`src/rtl/serv_rf_pkg.sv`:
```
// Shared types and constants for the register-file access sequencer.
package serv_rf_pkg;

    typedef enum logic [1:0] {
        ST_IDLE = 2'd0,
        ST_RUN  = 2'd1,
        ST_DONE = 2'd2
    } state_t;

    typedef enum logic [1:0] {
        MODE_NORMAL = 2'd0,
        MODE_CSR    = 2'd1,
        MODE_TRAP   = 2'd2,
        MODE_MRET   = 2'd3
    } mode_t;

    localparam int unsigned CSR_BASE  = 32;
    localparam int unsigned MSCRATCH  = 0;
    localparam int unsigned MTVEC     = 1;
    localparam int unsigned MEPC      = 2;
    localparam int unsigned MTVAL     = 3;
    localparam int unsigned GPR_AW    = 5;
    localparam int unsigned CSR_IDX_W = 3;

    // Sequence context latched when a request is accepted.
    typedef struct packed {
        mode_t                mode;
        logic                 rd_wen;
        logic [GPR_AW-1:0]    rd;
        logic [GPR_AW-1:0]    rs1;
        logic [GPR_AW-1:0]    rs2;
        logic [CSR_IDX_W-1:0] csr_idx;
    } ctx_t;

    function automatic logic [5:0] csr_reg(input logic [CSR_IDX_W-1:0] idx);
        return 6'(CSR_BASE) | 6'(idx);
    endfunction

endpackage

```
`src/rtl/serv_rf_beat_cnt.sv`:
```
// Beat counter: advances on non-stalled beats while enabled, flags the final beat.
module serv_rf_beat_cnt #(
    parameter  int unsigned W     = 1,
    localparam int unsigned BEATS = 32 / W,
    localparam int unsigned CW    = (BEATS > 1) ? $clog2(BEATS) : 1
) (
    input  logic          clk,
    input  logic          rst_n,
    input  logic          en,
    input  logic          stall,
    output logic [CW-1:0] cnt,
    output logic          last
);

    // BEATS is a power of two, so the increment past the last beat wraps to zero.
    always_ff @(posedge clk or negedge rst_n) begin
        if (!rst_n) begin
            cnt <= '0;
        end else if (!en) begin
            cnt <= '0;
        end else if (!stall) begin
            cnt <= cnt + CW'(1);
        end
    end

    assign last = en && (cnt == CW'(BEATS - 1));

endmodule

```
`src/rtl/serv_rf_seq.sv`:
```
// Register-file access sequencer: streams one 32-bit access over BEATS beats of W bits.
module serv_rf_seq
    import serv_rf_pkg::*;
#(
    parameter  int unsigned W        = 1,
    parameter  int unsigned CSR_REGS = 4,
    localparam int unsigned AW       = (CSR_REGS == 0) ? 5 : 6,
    localparam int unsigned CAW      = (CSR_REGS > 1) ? $clog2(CSR_REGS) : 1,
    localparam int unsigned BEATS    = 32 / W,
    localparam int unsigned CW       = (BEATS > 1) ? $clog2(BEATS) : 1
) (
    input  logic           i_clk,
    input  logic           i_rst_n,
    input  logic           i_req,
    input  logic           i_stall,
    output logic           o_busy,
    output logic           o_done,
    output logic [CW-1:0]  o_cnt,
    output logic           o_last,
    input  logic           i_trap,
    input  logic           i_mret,
    input  logic           i_csr_en,
    input  logic [CAW-1:0] i_csr_addr,
    input  logic           i_rd_wen,
    input  logic [4:0]     i_rd_waddr,
    input  logic [4:0]     i_rs1_raddr,
    input  logic [4:0]     i_rs2_raddr,
    input  logic [W-1:0]   i_alu_rd,
    input  logic [W-1:0]   i_csr_rd,
    input  logic [W-1:0]   i_mem_rd,
    input  logic [W-1:0]   i_ctrl_rd,
    input  logic [W-1:0]   i_csr,
    input  logic [W-1:0]   i_mepc,
    input  logic [W-1:0]   i_mtval,
    input  logic           i_rd_alu_en,
    input  logic           i_rd_csr_en,
    input  logic           i_rd_mem_en,
    output logic [AW-1:0]  o_wreg0,
    output logic [AW-1:0]  o_wreg1,
    output logic [AW-1:0]  o_rreg0,
    output logic [AW-1:0]  o_rreg1,
    output logic           o_wen0,
    output logic           o_wen1,
    output logic [W-1:0]   o_wdata0,
    output logic [W-1:0]   o_wdata1,
    input  logic [W-1:0]   i_rdata0,
    input  logic [W-1:0]   i_rdata1,
    output logic [W-1:0]   o_rs1,
    output logic [W-1:0]   o_rs2,
    output logic [W-1:0]   o_csr
);

    state_t        state;
    state_t        state_nxt;
    ctx_t          ctx;
    ctx_t          ctx_in;
    mode_t         mode_in;
    logic          run;
    logic          wr;
    logic          capture;
    logic [W-1:0]  rd_data;

    assign run     = (state == ST_RUN);
    assign wr      = run && !i_stall;
    assign capture = (state == ST_IDLE) && i_req;

    serv_rf_beat_cnt #(.W(W)) u_beat_cnt (
        .clk   (i_clk),
        .rst_n (i_rst_n),
        .en    (run),
        .stall (i_stall),
        .cnt   (o_cnt),
        .last  (o_last)
    );

    // Mode priority is resolved once, at acceptance; without CSRs only normal exists.
    always_comb begin
        mode_in = MODE_NORMAL;
        if (CSR_REGS != 0) begin
            if (i_trap)        mode_in = MODE_TRAP;
            else if (i_mret)   mode_in = MODE_MRET;
            else if (i_csr_en) mode_in = MODE_CSR;
        end
        ctx_in.mode    = mode_in;
        ctx_in.rd_wen  = i_rd_wen;
        ctx_in.rd      = i_rd_waddr;
        ctx_in.rs1     = i_rs1_raddr;
        ctx_in.rs2     = i_rs2_raddr;
        ctx_in.csr_idx = CSR_IDX_W'(i_csr_addr);
    end

    always_ff @(posedge i_clk or negedge i_rst_n) begin
        if (!i_rst_n) begin
            state <= ST_IDLE;
            ctx   <= '0;
        end else begin
            state <= state_nxt;
            if (capture) ctx <= ctx_in;
        end
    end

    always_comb begin
        state_nxt = state;
        case (state)
            ST_IDLE: if (i_req) state_nxt = ST_RUN;
            ST_RUN:  if (o_last && !i_stall) state_nxt = ST_DONE;
            ST_DONE: state_nxt = ST_IDLE;
            default: state_nxt = ST_IDLE;
        endcase
    end

    assign rd_data = ({W{i_rd_alu_en}} & i_alu_rd) |
                     ({W{i_rd_csr_en}} & i_csr_rd) |
                     ({W{i_rd_mem_en}} & i_mem_rd) |
                     i_ctrl_rd;

    // Port routing by captured mode; everything is quiet outside RUN.
    always_comb begin
        o_busy   = (state != ST_IDLE);
        o_done   = (state == ST_DONE);
        o_wreg0  = '0;
        o_wreg1  = '0;
        o_rreg0  = '0;
        o_rreg1  = '0;
        o_wen0   = 1'b0;
        o_wen1   = 1'b0;
        o_wdata0 = '0;
        o_wdata1 = '0;
        o_rs1    = '0;
        o_rs2    = '0;
        o_csr    = '0;
        if (run) begin
            o_rreg0 = AW'(ctx.rs1);
            o_rs1   = i_rdata0;
            o_rs2   = i_rdata1;
            case (ctx.mode)
                MODE_NORMAL: begin
                    o_wreg0  = AW'(ctx.rd);
                    o_wdata0 = rd_data;
                    o_wen0   = wr && ctx.rd_wen && (ctx.rd != 5'd0);
                    o_rreg1  = AW'(ctx.rs2);
                end
                MODE_CSR: begin
                    o_wreg0  = AW'(ctx.rd);
                    o_wdata0 = rd_data;
                    o_wen0   = wr && ctx.rd_wen && (ctx.rd != 5'd0);
                    o_wreg1  = AW'(csr_reg(ctx.csr_idx));
                    o_wdata1 = i_csr;
                    o_wen1   = wr;
                    o_rreg1  = AW'(csr_reg(ctx.csr_idx));
                    o_csr    = i_rdata1;
                end
                MODE_TRAP: begin
                    o_wreg0  = AW'(csr_reg(CSR_IDX_W'(MTVAL)));
                    o_wdata0 = i_mtval;
                    o_wen0   = wr;
                    o_wreg1  = AW'(csr_reg(CSR_IDX_W'(MEPC)));
                    o_wdata1 = i_mepc;
                    o_wen1   = wr;
                    o_rreg1  = AW'(csr_reg(CSR_IDX_W'(MTVEC)));
                end
                MODE_MRET: begin
                    o_rreg1  = AW'(csr_reg(CSR_IDX_W'(MEPC)));
                end
                default: ;
            endcase
        end
    end

endmodule

```
`config.mk`:
```
export PLATFORM = sky130hd
export DESIGN_NAME = serv_rf_seq
export DESIGN_NICKNAME = d
export VERILOG_FILES = /design/src/rtl/serv_rf_pkg.sv /design/src/rtl/serv_rf_beat_cnt.sv /design/src/rtl/serv_rf_seq.sv
export SDC_FILE = /design/constraint.sdc
export NUM_CORES = 1
export LEC_CHECK = 0
export ABC_AREA = 1
export ABC_CLOCK_PERIOD_IN_PS = 1780
export CORE_MARGIN = 2
export CORE_UTILIZATION = 38
export CTS_BUF_LIST = sky130_fd_sc_hd__clkbuf_4
export CTS_CLUSTER_SIZE = 25
export DETAILED_ROUTE_END_ITERATION = 10
export HOLD_SLACK_MARGIN = 0.12
export PLACE_DENSITY_LB_ADDON = 0.15
export SLEW_MARGIN = 20
export SYNTH_ARGS = -nofsm -noshare
export SYNTH_HDL_FRONTEND = slang
export SYNTH_HIERARCHICAL = 1
export SYNTH_SLANG_ARGS = --single-unit
```
`constraint.sdc`:
```
create_clock -name i_clk -period 1.78 [get_ports i_clk]
set_input_delay 0.356 -clock i_clk [delete_from_list [all_inputs] [get_ports i_clk]]
set_output_delay 0.356 -clock i_clk [all_outputs]
set_load 0.1 [all_outputs]
```
-- Word level (Yosys, flattened, before mapping)
Index checks and enable logic that the tools add are counted.
- add/sub/neg operators: 1
- equal/unequal tests: 9
- muxes and demuxes: 27
- bitwise logic cells: 6
- reduce and logical (&&, ||, !) cells: 14
- operators by type and width (kind ; count):
    $pmux W6 S2 ; 2
    $pmux W6 S4 ; 1
    $mux W6 ; 3
    $mux W5 ; 3
    $mux W1 ; 10
    $mux W2 ; 4
    $eq A2 B2 Y1 const B ; 3
    $logic_and A1 B1 Y1 ; 6
    $pmux W1 S2 ; 3
    $add A5 B1 Y5 const B ; 1
    $eq A5 B5 Y1 const B ; 1
    $reduce_bool A5 Y1 ; 1
    $eq A2 B1 Y1 const B ; 2
    $logic_not A2 Y1 ; 2
    $ne A2 B2 Y1 const B ; 2
    $pmux W2 S2 ; 1
    $reduce_or A2 Y1 ; 2
    $and A1 B1 Y1 ; 3
    $or A1 B1 Y1 ; 3
    $ne A2 B1 Y1 const B ; 1
    $reduce_and A2 Y1 ; 1
    $reduce_bool A2 Y1 ; 1
    $logic_not A1 Y1 ; 1
- register bits after elaboration: 27
- input port bits: 37
- output and inout port bits: 39
- logic and storage cells: 65

-- Longest topological paths before layout
- depth after elaboration: 6
- gate-level depth with buffers: 9
- depth with buffers taken out: 9

-- Hierarchy
The synthesis kept the hierarchy.
- modules (own cells, without submodules) (module ; instances ; cells each ; area an instance (µm²) ; seq. area each (µm²)):
    serv_rf_seq ; 1 ; 175 ; 1326.3 ; 550.5
    serv_rf_beat_cnt ; 1 ; 35 ; 270.3 ; 125.1

-- Worst setup path before layout
No wires, ideal clock.
- path type: register to output
- from: register ctx[20] in the netlist's numbering
- to: output o_csr
- arrival: 2.898 ns
- required time: 1.424 ns
- path slack: -1.474 ns
- stages on the path, launching flop included: 5
- buffers on the path: 0
- cells stage by stage: dfrtp_1 -> inv_1 -> ha_1 -> inv_1 -> nor3_1
- longest elaborated chain between the ends: 3
- ends and longest elaborated chain (item ; line ; text):
    start, declared ; serv_rf_seq.sv:55 ; ctx_t ctx;
    start signal, assigned ; serv_rf_seq.sv:98 ; if (capture) ctx <= ctx_in;
    $eq A2 B1 Y1 ; serv_rf_seq.sv:136 ; case (ctx.mode)
    $mux W1 ; serv_rf_seq.sv:136 ;
    $mux W1 ; serv_rf_seq.sv:132 ; if (run) begin
    end, declared ; serv_rf_seq.sv:50 ; output logic [W-1:0] o_csr
Every way passes these cells.

-- Worst setup path after layout
- from: register ctx[19] in the netlist's numbering
- to: output o_wdata0
- longest elaborated chain between the ends: 4
- elaborated cells between the ends (all ways): 6
- those cells by class: eq/ne: 2; mux: 2; reduce/logical: 2
- ends and longest elaborated chain (item ; line ; text):
    $eq A2 B1 Y1 or $logic_not A2 Y1 (tied branches) ; serv_rf_seq.sv:136 ;
    $reduce_or A2 Y1 (no source line) ; - ;
    $pmux W1 S2 * ; serv_rf_seq.sv:136 ;
    $mux W1 * ; serv_rf_seq.sv:132 ;
    end, declared ; serv_rf_seq.sv:44 ; output logic [W-1:0] o_wdata0,
Mark *: on every way between the ends. The rest lies on a longest branch, timed or not.

==> results.json <==
{
  "layout-drive-gt1-share_pct": 47.9,
  "grt.overflow.total": 0,
  "final_design_area_no_fill_um2": 3330,
  "area_of_the_die_um2": 4740,
  "place.detailed.hpwl_mm": 3.34,
  "num_vias": 1706,
  "grt_first_pass_wirelength_mm": 7.29,
  "critPathCaptureType": "output port",
  "htreeDepth": 1,
  "layout.cells.most_common": "nand2_1",
  "core_area_um2": 4030,
  "seq_area_frac_synth_pct": 42.3,
  "bufs_on_longest_clock_path": 2,
  "run_status": "finished with violations",
  "synth_cell_type_count": 25,
  "crit_buf_inv": 3,
  "final_nets": 350,
  "fin_crit_sh_pct": 113,
  "floorplan.rows": 23,
  "crit_path_start_kind": "register",
  "cp_top_family": "flip-flops",
  "ys_async_sr_fraction_pct": 100,
  "crit_type": "register to output port",
  "clk_pin_slew_worst_paths_ps": 160,
  "worst_skew_pair_latency_ps": 330,
  "violations": "setup timing",
  "post_synth_instance_area_um2": 1600,
  "grt_pass1_vias": 1698,
  "worstHoldPathType": "primary input to async pin",
  "post_synth_inst_count": 210,
  "ant_nets": 0,
  "num_io_pins": 76,
  "worst-r2r-setup-slack_ps": 160,
  "numCtsBuffers": 3,
  "via_per_inst": 4.81,
  "synth_enable_flop_cells": 0,
  "post-place-cells": 334,
  "dr.first_iter.drc_count": 120,
  "critical_path.reg2reg.endpoint": "state[0]",
  "number_of_endpoints_with_negative_hold_slack_in_the_final_report": 0,
  "yosys_register_bits": 27,
  "syn_area_per_cell_um2": 7.60,
  "arrival_time_of_data_at_the_critical_path_endpoint_ps": 1660,
  "drt_pass1_iterations": 4,
  "initial_utilization_pct": 39.6,
  "maxCapViolations": 0,
  "placement.io_buffers": 71,
  "grt_start_max_net_pins": 28,
  "cell_type_contributing_the_most_total_cell_area_after_synthesis": "dfrtp_1",
  "synth.area.top_cells": "dfrtp_1 (42%), nand2_1 (17%), nor2_1 (6.8%)",
  "gp_congestion": 0.749,
  "worst_path_largest_cell_delay_ps": 470,
  "fp.dieH_um": 68.8,
  "die_width_um": 68.8,
  "ys_dominant_reg_cell": "dfrtp_1",
  "finalWirelength_mm": 5.14,
  "r2r.worst_path.cells": 10,
  "area_delta_synth_final_pct": 109,
  "cts.sinks": 27,
  "clock_skew_ps": 11.9,
  "crit_path_max_fanout": 5,
  "slowest_stage": "dfrtp_2",
  "crit_chain": "buf_6 > ha_4 > inv_4 > nand2_4 > o21ai_2 > a21oi_4 > buf_12",
  "antennaDiodeCount": 0,
  "period_minus_ws_final_ps": 2020,
  "hold-worst-slack_ps": 380,
  "drc": 0,
  "rsz0062_at_grt": "yes",
  "timing.rr.start": "state[1]",
  "tritoncts": "done",
  "ctsRootBufferMaster": "clkbuf_4",
  "post-route-util_pct": 82.8,
  "track_usage_pct": 20.5,
  "ys_warn_count": 6,
  "setup_viol": 28,
  "finalMaxSlewViolations": 0,
  "setup_slack_ps": -236,
  "grt_antenna_before_repair": 0,
  "most_frequent_cells_in_the_layout": "nand2_1 (63), buf_12 (37), clkdlybuf4s50_1 (36), nor2_4 (21), dfrtp_1 (21)",
  "wire_per_inst_um": 14.5,
  "layoutNonFillerInstCount": 355,
  "critPathRequiredTime_ps": 1420,
  "max_freq_mhz": 496,
  "placement.cell_area_um2": 2980,
  "synthDominantCellAreaShare_pct": 42.3
}
worst register-to-register path, stage by stage, from the launching register on:
cell and delay [ps]:
dfrtp_1 440, nor2_4 220, buf_6 160, buf_6 130
nand2_2 70, clkinvlp_4 80, buf_4 100, buf_4 90
inv_2 30, o21ai_0 150, nand2_1 60
Yosys cell counts (2+ instances only):
library cell / n
ha_1: 7
buf_4: 5
inv_2: 3
o21ai_0: 6
buf_6: 2
nand2_2: 2
a21oi_1: 7
o21ai_2: 7
nand3_1: 3
a21oi_2: 2
nor2_1: 29
inv_1: 22
dfrtp_1: 27
inv_4: 2
nand2_1: 74
nor3_1: 2
nor2_4: 2
per-layer routing:
| metal | vias up | track usage [%] | wire [µm] |
|---|---|---|---|
| met5 | - | 0 | 0 |
| met4 | 0 | 5.39 | 50 |
| met3 | 8 | 3.57 | 349 |
| met2 | 59 | 37.0 | 2760 |
| met1 | 807 | 25.2 | 1990 |
| li1 | 832 | - | - |
stage by stage:
step / TNS [ps] / setup WS, ps
after global routing: -6500 / -323
after floorplan: -4960 / -261
after CTS: -3940 / -228
final: -4240 / -236
after global placement: 0 / 71.7
after detailed placement: 0 / 49.4
what timing repair did:
action	4_1_cts	5_1_grt
setup buffers	12	7
gates resized for setup	27	24
hold buffers	0	0
pin swaps	14	9
setup endpoints to repair	28	28
sequential cells by signal, indices dropped and copies added (netlist names):
signal and cells:
ctx 20, u_beat_cnt/cnt 5, state 2
how the worst max path moves through the flow:
stage,from,depth (start not counted),slack [ps],endpoint
after global routing,ctx[19],7,-320,o_wdata0
after global placement,i_alu_rd,6,70,o_wdata0
final,ctx[19],7,-240,o_wdata0
after CTS,ctx[19],7,-230,o_wdata0
after detailed placement,i_ctrl_rd,6,50,o_wdata0
after floorplan,state[1],4,-260,o_rreg0[0]
area by class of cell:
cell class,count,area (µm²)
clock buffers,3,22.5
flip-flops and latches,27,688
clock inverters,1,7.51
well taps,50,62.6
fillers,237,694
repair buffers,96,1300
multi-input cells,151,1120
inverters,27,131
logic make-up (layout without fill, tap and decap cells):
| group | after synthesis | after routing | synth area share [%] |
|---|---|---|---|
| buf+inv | 35 | 127 | 11.7 |
| simple gates | 114 | 114 | 29.5 |
| other cells | 1 | 4 | 0.235 |
| fa+ha+maj | 7 | 7 | 5.49 |
| flops | 27 | 27 | 42.3 |
| compound gates | 26 | 26 | 10.8 |
Power is left out: the tool's default activity adds up to more than one toggle a clock period on the data nets, which glitch-free logic cannot reach.
